--- src/rtl/sprite_addr_gen.sv ---
// sprite_addr_gen: fetches NUM_SPRITES descriptors (x, y, frame) from system RAM once per frame,
// then resolves the lowest-index sprite under the beam and emits a registered glyph ROM address.
// Optional macro SPRITE_MIRROR_EN: frame-word bit SYS_DATA_WIDTH-2 becomes a per-sprite horizontal flip.
module sprite_addr_gen #(
  parameter int                        NUM_SPRITES      = 4,
  parameter int                        SYS_DATA_WIDTH   = 18,
  parameter int                        SYS_ADDR_WIDTH   = 16,
  parameter int                        GLYPH_ADDR_WIDTH = 16,
  parameter int                        LOG2_GLYPH_W     = 5,
  parameter int                        LOG2_GLYPH_H     = 5,
  parameter logic [SYS_ADDR_WIDTH-1:0] DESC_BASE        = 16'h00C8,
  parameter int                        H_OFFSET         = 158
) (
  input  logic                        clk,
  input  logic                        reset,
  input  logic                        bright,
  input  logic                        vsync,
  input  logic [9:0]                  hcount,
  input  logic [9:0]                  vcount,
  input  logic [SYS_DATA_WIDTH-1:0]   sys_data,
  output logic [SYS_ADDR_WIDTH-1:0]   sys_addr,
  output logic [GLYPH_ADDR_WIDTH-1:0] glyph_addr,
  output logic                        pix_en,
  output logic [3:0]                  sprite_id,
  output logic                        fetch_done
);

  localparam int NWORDS  = 3 * NUM_SPRITES;
  localparam int IDX_W   = 6;
  localparam int GLYPH_W = 1 << LOG2_GLYPH_W;
  localparam int GLYPH_H = 1 << LOG2_GLYPH_H;
  localparam int SHIFT   = LOG2_GLYPH_W + LOG2_GLYPH_H;
`ifdef SPRITE_MIRROR_EN
  localparam int FRAME_W = SYS_DATA_WIDTH - 2;
`else
  localparam int FRAME_W = SYS_DATA_WIDTH - 1;
`endif
  localparam logic [IDX_W-1:0] LAST_IDX = IDX_W'(NWORDS - 1);

  typedef enum logic [1:0] {WAIT_VS, FETCH, LAST, RUN} state_t;

  // Sequencer state
  state_t                      state_q, state_d;
  logic [IDX_W-1:0]            idx_q, idx_d;
  logic                        vs_q;
  logic [SYS_ADDR_WIDTH-1:0]   sys_addr_q, sys_addr_d;
  logic                        fetch_done_q, fetch_done_d;

  // Shadow words being fetched, and the committed descriptor set used for lookup
  logic [SYS_DATA_WIDTH-1:0]   shd_q [NWORDS];
  logic [SYS_DATA_WIDTH-1:0]   shd_d [NWORDS];
  logic [9:0]                  act_x_q [NUM_SPRITES];
  logic [9:0]                  act_x_d [NUM_SPRITES];
  logic [9:0]                  act_y_q [NUM_SPRITES];
  logic [9:0]                  act_y_d [NUM_SPRITES];
  logic [FRAME_W-1:0]          act_frame_q [NUM_SPRITES];
  logic [FRAME_W-1:0]          act_frame_d [NUM_SPRITES];
  logic [NUM_SPRITES-1:0]      act_en_q, act_en_d;
`ifdef SPRITE_MIRROR_EN
  logic [NUM_SPRITES-1:0]      act_flip_q, act_flip_d;
`endif

  // Pixel lookup
  logic [10:0]                 px, py;
  logic [LOG2_GLYPH_W-1:0]     xoff;
  logic [LOG2_GLYPH_H-1:0]     yoff;
  logic                        hit_any;
  logic [3:0]                  hit_id;
  logic [GLYPH_ADDR_WIDTH-1:0] hit_addr;
  logic                        pix_en_q, pix_en_d;
  logic [3:0]                  sprite_id_q, sprite_id_d;
  logic [GLYPH_ADDR_WIDTH-1:0] glyph_addr_q, glyph_addr_d;

  logic vs_rise;
  assign vs_rise = vsync & ~vs_q;

  // Fetch sequencer: walk the descriptor table, capture words one cycle behind the address,
  // commit the whole shadow set atomically in LAST; a vsync drop abandons the partial set.
  always_comb begin
    state_d      = state_q;
    idx_d        = idx_q;
    fetch_done_d = 1'b0;
    shd_d        = shd_q;
    act_x_d      = act_x_q;
    act_y_d      = act_y_q;
    act_frame_d  = act_frame_q;
    act_en_d     = act_en_q;
`ifdef SPRITE_MIRROR_EN
    act_flip_d   = act_flip_q;
`endif
    case (state_q)
      WAIT_VS: begin
        if (vs_rise) begin
          state_d = FETCH;
          idx_d   = '0;
        end
      end
      FETCH: begin
        if (!vsync) begin
          state_d = WAIT_VS;
        end else begin
          for (int w = 0; w < NWORDS; w++) begin
            if (idx_q != '0 && int'(idx_q) == w + 1) shd_d[w] = sys_data;
          end
          if (idx_q == LAST_IDX) state_d = LAST;
          else                   idx_d   = idx_q + 1'b1;
        end
      end
      LAST: begin
        if (!vsync) begin
          state_d = WAIT_VS;
        end else begin
          shd_d[NWORDS-1] = sys_data;
          for (int k = 0; k < NUM_SPRITES; k++) begin
            act_x_d[k]     = shd_d[3*k][9:0];
            act_y_d[k]     = shd_d[3*k+1][9:0];
            act_en_d[k]    = ~shd_d[3*k+2][SYS_DATA_WIDTH-1];
            act_frame_d[k] = shd_d[3*k+2][FRAME_W-1:0];
`ifdef SPRITE_MIRROR_EN
            act_flip_d[k]  = shd_d[3*k+2][SYS_DATA_WIDTH-2];
`endif
          end
          fetch_done_d = 1'b1;
          state_d      = RUN;
        end
      end
      default: begin
        if (!vsync) state_d = WAIT_VS;
      end
    endcase
    // Address is registered from next-state so it lines up with idx in each FETCH cycle
    sys_addr_d = (state_d == FETCH) ? DESC_BASE + SYS_ADDR_WIDTH'(idx_d) : DESC_BASE;
  end

  // Beam position in sprite space; 11-bit zero-extended so left-of-screen hcount wraps far away
  assign px = 11'({1'b0, hcount}) - 11'(H_OFFSET);
  assign py = {1'b0, vcount};

  // Hit test for every sprite; descending scan so the lowest hitting index is the last write
  always_comb begin
    hit_any  = 1'b0;
    hit_id   = '0;
    hit_addr = '0;
    xoff     = '0;
    yoff     = '0;
    for (int k = NUM_SPRITES - 1; k >= 0; k--) begin
      if (act_en_q[k] &&
          px >= {1'b0, act_x_q[k]} && px < ({1'b0, act_x_q[k]} + 11'(GLYPH_W)) &&
          py >= {1'b0, act_y_q[k]} && py < ({1'b0, act_y_q[k]} + 11'(GLYPH_H))) begin
        xoff = px[LOG2_GLYPH_W-1:0] - act_x_q[k][LOG2_GLYPH_W-1:0];
`ifdef SPRITE_MIRROR_EN
        if (act_flip_q[k]) xoff = LOG2_GLYPH_W'(GLYPH_W - 1) - xoff;
`endif
        yoff     = py[LOG2_GLYPH_H-1:0] - act_y_q[k][LOG2_GLYPH_H-1:0];
        hit_any  = 1'b1;
        hit_id   = 4'(k);
        hit_addr = GLYPH_ADDR_WIDTH'({act_frame_q[k], {SHIFT{1'b0}}}) + GLYPH_ADDR_WIDTH'({yoff, xoff});
      end
    end
  end

  // Output stage: glyph_addr holds its last value whenever no sprite pixel is shown
  always_comb begin
    pix_en_d     = 1'b0;
    sprite_id_d  = '0;
    glyph_addr_d = glyph_addr_q;
    if (state_q == RUN && bright && hit_any) begin
      pix_en_d     = 1'b1;
      sprite_id_d  = hit_id;
      glyph_addr_d = hit_addr;
    end
  end

  // State, descriptor and output registers; vs_q resets high so no fetch starts until vsync is seen low
  always_ff @(posedge clk) begin
    if (reset) begin
      state_q      <= WAIT_VS;
      idx_q        <= '0;
      vs_q         <= 1'b1;
      sys_addr_q   <= DESC_BASE;
      fetch_done_q <= 1'b0;
      for (int w = 0; w < NWORDS; w++) shd_q[w] <= '0;
      for (int k = 0; k < NUM_SPRITES; k++) begin
        act_x_q[k]     <= '0;
        act_y_q[k]     <= '0;
        act_frame_q[k] <= '0;
      end
      act_en_q     <= '0;
`ifdef SPRITE_MIRROR_EN
      act_flip_q   <= '0;
`endif
      pix_en_q     <= 1'b0;
      sprite_id_q  <= '0;
      glyph_addr_q <= '0;
    end else begin
      state_q      <= state_d;
      idx_q        <= idx_d;
      vs_q         <= vsync;
      sys_addr_q   <= sys_addr_d;
      fetch_done_q <= fetch_done_d;
      shd_q        <= shd_d;
      act_x_q      <= act_x_d;
      act_y_q      <= act_y_d;
      act_frame_q  <= act_frame_d;
      act_en_q     <= act_en_d;
`ifdef SPRITE_MIRROR_EN
      act_flip_q   <= act_flip_d;
`endif
      pix_en_q     <= pix_en_d;
      sprite_id_q  <= sprite_id_d;
      glyph_addr_q <= glyph_addr_d;
    end
  end

  assign sys_addr   = sys_addr_q;
  assign fetch_done = fetch_done_q;
  assign pix_en     = pix_en_q;
  assign sprite_id  = sprite_id_q;
  assign glyph_addr = glyph_addr_q;

endmodule

--- config.mk ---
export PLATFORM = sky130hd
export DESIGN_NAME = sprite_addr_gen
export DESIGN_NICKNAME = d
export VERILOG_FILES = /design/src/rtl/sprite_addr_gen.sv
export SDC_FILE = /design/constraint.sdc
export NUM_CORES = 1
export LEC_CHECK = 0
export ABC_AREA = 0
export BUFFER_PORTS_ARGS = -buffer_cell sky130_fd_sc_hd__buf_2
export CORE_UTILIZATION = 49
export CTS_BUF_LIST = sky130_fd_sc_hd__clkbuf_2
export CTS_CLUSTER_SIZE = 14
export DETAILED_ROUTE_END_ITERATION = 10
export PLACE_DENSITY = 0.69
export SETUP_SLACK_MARGIN = 0.1
export SKIP_CTS_REPAIR_TIMING = 1
export SYNTH_ARGS = -nofsm -noshare
export SYNTH_HDL_FRONTEND = slang
export SYNTH_SLANG_ARGS = --single-unit
--- constraint.sdc ---
create_clock -name clk -period 4.15 [get_ports clk]
set_input_delay 0.6225 -clock clk [delete_from_list [all_inputs] [get_ports clk]]
set_output_delay 0.6225 -clock clk [all_outputs]
set_load 0.1 [all_outputs]
### Yosys cells after proc, flatten, opt, wreduce, memory -nomap -nowiden

Cells that the tools add are included.

* reductions and logical operators: 48
* multiplexer cells: 23
* multiply operators: 0
* divide/modulo/power cells: 0
* add/subtract/negate cells: 23
* bitwise gates (word level): 9
* equality and inequality tests: 16
* order comparisons: 16
* shifts and indexed selects: 0

Operators by type and width (count)
* adder 10 x 6 -> 11 bit (second input constant): 8
* adder 16 x 10 -> 16 bit: 4
* 2-to-1 mux 16 bit: 4
* greater-or-equal comparator 11 x 10 -> 1 bit: 4
* less-than comparator 10 x 11 -> 1 bit: 4
* less-than comparator 11 bit: 4
* greater-or-equal comparator 10 bit: 4
* subtractor 5 bit: 8
* AND reduction 3 bit: 11
* equality test 6 x 4 -> 1 bit (second input constant): 5
* logical AND 1 bit: 29
* equality test 6 x 5 -> 1 bit (second input constant): 4
* 2-to-1 mux 6 bit: 3
* 2-to-1 mux 2 bit: 7
* equality test 6 x 3 -> 1 bit (second input constant): 2
* one-hot mux 6 bit (2 select lines): 1
* subtractor 10 x 8 -> 11 bit (second input constant): 1
* adder 8 x 6 -> 9 bit (first input constant): 1
* NOT 1 bit: 8
* 2-to-1 mux 1 bit: 7
* adder 6 x 1 -> 6 bit (second input constant): 1
* equality test 6 x 2 -> 1 bit (second input constant): 1
* one-hot mux 2 bit (3 select lines): 1
* nonzero test 6 bit: 1
* 9 further kinds: 12

* RAM bits: 0
* logic and storage cells: 169
* input port bits: 42
* memory bits (read-only): 0
* register bits: 289
* bits in latches: 0
* output and inout bits: 38
* memories kept: 0

### Logic depth before layout (Yosys ltp)

* depth after elaboration: 13
* depth in mapped cells: 16
* mapped depth without buffers: 15

### Worst setup path after synthesis

OpenSTA, ideal clock, no wires.

* path kind: input-to-reg
* start: input port hcount[2]
* end: register glyph_addr_q[10], in the netlist glyph_addr[10]
* path buffers: 1
* required time: 4.058 ns
* stages on the path: 14
* setup slack: -0.071 ns
* library setup time: 0.092 ns
* arrival: 4.129 ns
* cells stage by stage: and4_1 -> o31ai_1 -> xor2_1 -> ha_1 -> and3_1 -> and4_1 -> a2111oi_0 -> o311ai_1 -> a2111oi_4 -> nor2b_1 -> a31oi_4 -> nand2_4 -> buf_6 -> o32ai_1

* word-level cells in the longest chain between the ends: 11
* elaborated cells between the ends (all ways): 42
* classes of those cells: add/sub (9); order compare (8); mux (8); reduce/logical (17)

Ends and longest elaborated chain
* start: declaration: line 18 `input logic [9:0] hcount,`
* subtractor 10 x 8 -> 11 bit (*): line 136 `assign px = 11'({1'b0, hcount}) - 11'(H_OFFSET);`
* branches (longest 10 deep; another with adder 16 x 10 -> 16 bit)
* end signal: assignment: line 211 `glyph_addr_q <= glyph_addr_d;`
* end: declaration: line 72 `logic [GLYPH_ADDR_WIDTH-1:0] glyph_addr_q, glyph_addr_d;`

Mark *: on every way between the ends.
A chain may end at the register's enable or synchronous reset.

### Worst setup path in the final report

* start: register act_y_q[35] in the netlist's numbering
* end: register glyph_addr_q[2], in the netlist glyph_addr[2]

* word-level cells in the longest chain between the ends: 5
* elaborated cells between the ends (all ways): 8
* classes of those cells: add/sub (1); order compare (2); mux (2); reduce/logical (3)

Ends and longest elaborated chain
* start: declaration: line 54 `logic [9:0] act_y_q [NUM_SPRITES];`
* start signal: assignment: line 203 `act_y_q <= act_y_d;`
* adder 10 x 6 -> 11 bit or greater-or-equal comparator 10 bit (tied branches): line 149 `py >= {1'b0, act_y_q[k]} && py < ({1'b0, act_y_q[k]} + 11'(GLYPH_H))) begin`
* less-than comparator 10 x 11 -> 1 bit or logical AND 1 bit (tied branches): line 149, 148
* logical AND 1 bit (*): line 149
* 2-to-1 mux 1 bit: line 147 `if (act_en_q[k] &&`
* logical AND 1 bit: line 167 `if (state_q == RUN && bright && hit_any) begin`

Every way passes the cells marked *; elsewhere a longest branch is shown, timed or not.

==> results.txt <==
----------------------------------------------------
[Run status]
  Outcome ... complete, no violations

[Synthesis]
  Share of async-settable or async-resettable flops after synthesis ... 0%
  Netlist area before placement ... 13300 µm²
  Fraction of the mapped netlist area in compound gates ... 14.6%
  Register area share after synthesis ... 37.1%
  Xor/xnor share of the synthesized area ... 3.54%
  Warning count from the yosys run ... 0
  Mean instance size in the synthesized netlist ... 8.39 µm²
  Synthesis-stage register bit count ... 247
  Count of unique library cells instantiated by Yosys ... 69
  Share of cell area taken by muxes after synthesis ... 6.83%
  Post-Synth Simple-Gate Area ... 17.9%
  Number of synthesized flops with an enable pin ... 0
  Dominant combinational cell family by area after synthesis ... simple AND/OR/NAND/NOR gates
  Post-synthesis adder-cell area fraction ... 14.2%
  Leading register cell type out of synthesis ... dfxtp_1
  Post-synthesis cell count ... 1591

[Power and ir drop]
  Leak pwr ... 0.00582 µW
  Power density cells ... 313 nW/µm²
  Peak ir drop on the vdd network ... 0.205 mV
  Total power consumption of the routed design ... 4620 µW

[Clocking]
  H-tree depth reported by CTS ... 3
  Number of buffers added by the clock tree synthesis step ... 67
  Clock-pin slew on the worst setup and hold paths ... 0.09 ns
  Clock root buffer master ... clkbuf_2
  CTS tree ... yes
  Number of sinks on the clock net ... 247
  Clock insertion delay at the later pin of the skew report ... 0.84 ns
  Deepest clock path buffer count ... 3

[Routing]
  Drt first-iter violations ... 750
  Routed wire per std cell ... 17.1 µm
  Total via count in the routed design ... 11500
  DRC violations left ... 0
  Vias per cell ... 5.54
  Routed wire length ... 35.5 mm
  Initial DRT Pass Iterations ... 5
  Antenna Nets Post-Route ... 0

[Floorplan]
  Vertical die dimension ... 167 µm
  Die area ... 27900 µm²
  I/O pin count ... 80
  Placement row count ... 60
  Initial Util ... 49.8%
  Horizontal die dimension ... 167 µm
  Core Area ... 26800 µm²

[Global routing]
  Initial antenna violation count ... 1
  Wire length of the first global-routing pass ... 56.5 mm
  Overflow after GRT ... 0
  Largest net degree at the start of global routing ... 105
  Number of global-route vias before repair ... 10800
  Global routing usage summed across all routing layers ... 25.8%

[Final layout]
  Most used cells in the layout excluding fill and tap cells ... 275 x nand2_1, 247 x dfxtp_1, 151 x a21oi_1
  Share of cells above drive strength 1 ... 13.4%
  Post-layout instance area ... 14800 µm²
  Most frequent standard cell in the layout excluding fill and tap cells ... nand2_1
  # nets final ... 1883
  Synthesis-to-finish area growth ... 10.7%

[STA]
  Final Hold Slack ... 0.0811 ns
  Total Negative Setup Slacks ... 0 ns
  Setup-violating endpoint count in the final report ... 0
  Number of pins exceeding their max-slew limit in the final report ... 0
  Unrepaired setup endpoints after global routing ... false
  Tmin final ... 3.70 ns
  Slew @ Worst Pin ... 1.13 ns
  Final cycle utilization of the critical path ... 89.2%
  Final clock skew ... 0.0507 ns
  Max frequency ... 270 MHz
  Remaining max-slew budget at the tightest pin ... 24.5%
  Number of failing hold endpoints at the final stage ... 0

[Setup path]
  Start point of the critical path ... act_y_q[35]
  Maximum fanout count along the critical path ... 6
  Nature of the critical path startpoint ... flip-flop
  Element type at the critical path end ... flip-flop
  Crit path DAT ... 4.45 ns
  Critical path type ... flip-flop to flip-flop
  Launch point of the worst reg-to-reg path ... act_y_q[35]
  Data required time at the worst endpoint ... 4.90 ns

[Place]
  Number of buffers inserted by port buffering ... 63
  Total placed instance area ... 14200 µm²
  DP HPWL ... 25.1 mm
  Global placer's final weighted congestion ... 0.908

[Worst hold path]
  Worst min-delay path class ... input port to flip-flop
  Worst hold start ... sys_data[17]

[Run]
  Total of max-cap violations ... 0

----------------------------------------------------
-- cells by family (layout without fill, tap and decap cells) --
logic type	count (synthesis)	after routing
AND/OR/NAND/NOR	553	553
XOR/XNOR	54	54
flip-flops	247	247
multiplexers	91	91
buffers and inverters	194	327
adder cells (fa/ha/maj)	147	147
AO/OA/AOI/OAI	304	304
other	1	10
-- registers in the layout, indices dropped and copies added (netlist names), 2 cells and up --
signal	count
sprite_id	2
act_x_q	40
shd_q	101
sys_addr	9
act_y_q	40
idx_q	6
state_q	2
act_en_q	4
act_frame_q	24
glyph_addr	16
-- worst max-delay path, stage by stage (launching register included) --
cell and delay, ns:
dfxtp_1 0.44, ha_1 0.22, nand3_1 0.10, xnor2_1 0.14
ha_1 0.19, or4_1 0.48, a21oi_1 0.12, o21ai_1 0.09
o221ai_1 0.20, or4b_1 0.49, or2_1 0.31, nand3_1 0.32
buf_4 0.21, o22ai_1 0.09, o32ai_1 0.24
-- routing by layer --
layer	track usage [%]	vias to the layer above	share of wire (%)	routed length, µm
met2	40.9	332	45	16000
met1	34.7	5408	46	16300
met5	0	-	0	0
met3	4.02	79	6.0	2140
li1	-	5679	-	-
met4	10.7	0	2.9	1020
-- path summary, 6_finish.rpt --
kind | end | slack, ns | cells past startpoint
setup reg to reg | glyph_addr[2] | 0.45 | 14
hold / removal | act_en_q[3] | 0.08 | 2
setup / recovery | glyph_addr[2] | 0.45 | 14
hold reg to reg | act_x_q[20] | 0.42 | 2
-- stage by stage --
step	utilization, %	std cells	setup WS (ns)
global placement	53.0	1966	-0.00982
finish	55.1	2074	0.448
detailed placement	53.0	1966	-0.0947
floorplan	-	1599	0.102
CTS	55.1	2073	0.419
global route	55.1	2074	0.211
-- power breakdown --
part / total, µW / internal (µW) / leakage (µW) / switching (µW)
Combinational: 531 / 187 / 0.00339 / 343
Clock: 1720 / 726 / 0.000442 / 997
Sequential: 2370 / 2370 / 0.00199 / 0.903
Total: 4620 / 3280 / 0.00582 / 1340
-- cell type report --
type                            count  area [µm²]
Inverter                          112         420
Clock buffer                       95         475
Clock inverter                     12         103
Sequential cell                   247        4940
Tap cell                          341         427
Antenna cell                        1        2.50
Timing Repair Buffer              108         672
Multi-Input combinational cell   1158        7730
Fill cell                        2518       12000
-- cell usage after synthesis (all sizes together) (5+ instances only) --
cell type,instances,share of area (%)
nand2,276,7.8
dfxtp,247,37
a21oi,151,5.7
nor2,140,3.9
ha,139,13
inv,111,3.1
mux2i,91,6.8
clkbuf,61,1.7
nand3,37,1.4
xnor2,35,2.3
o21ai,30,1.1
buf,21,0.94
xor2,19,1.2
nor2b,18,0.84
nor3,17,0.64
o32ai,16,1.2
a221oi,15,0.98
a211oi,13,0.77
a21o,13,0.73
o22ai,12,0.56
nand2b,11,0.52
nand4,11,0.52
o21a,9,0.51
a31oi,8,0.49
and3,8,0.38
fa,8,1.2
and2,7,0.33
o211ai,6,0.34
nor4,5,0.23
o221ai,5,0.33
Power figures use the tool's default switching activity.
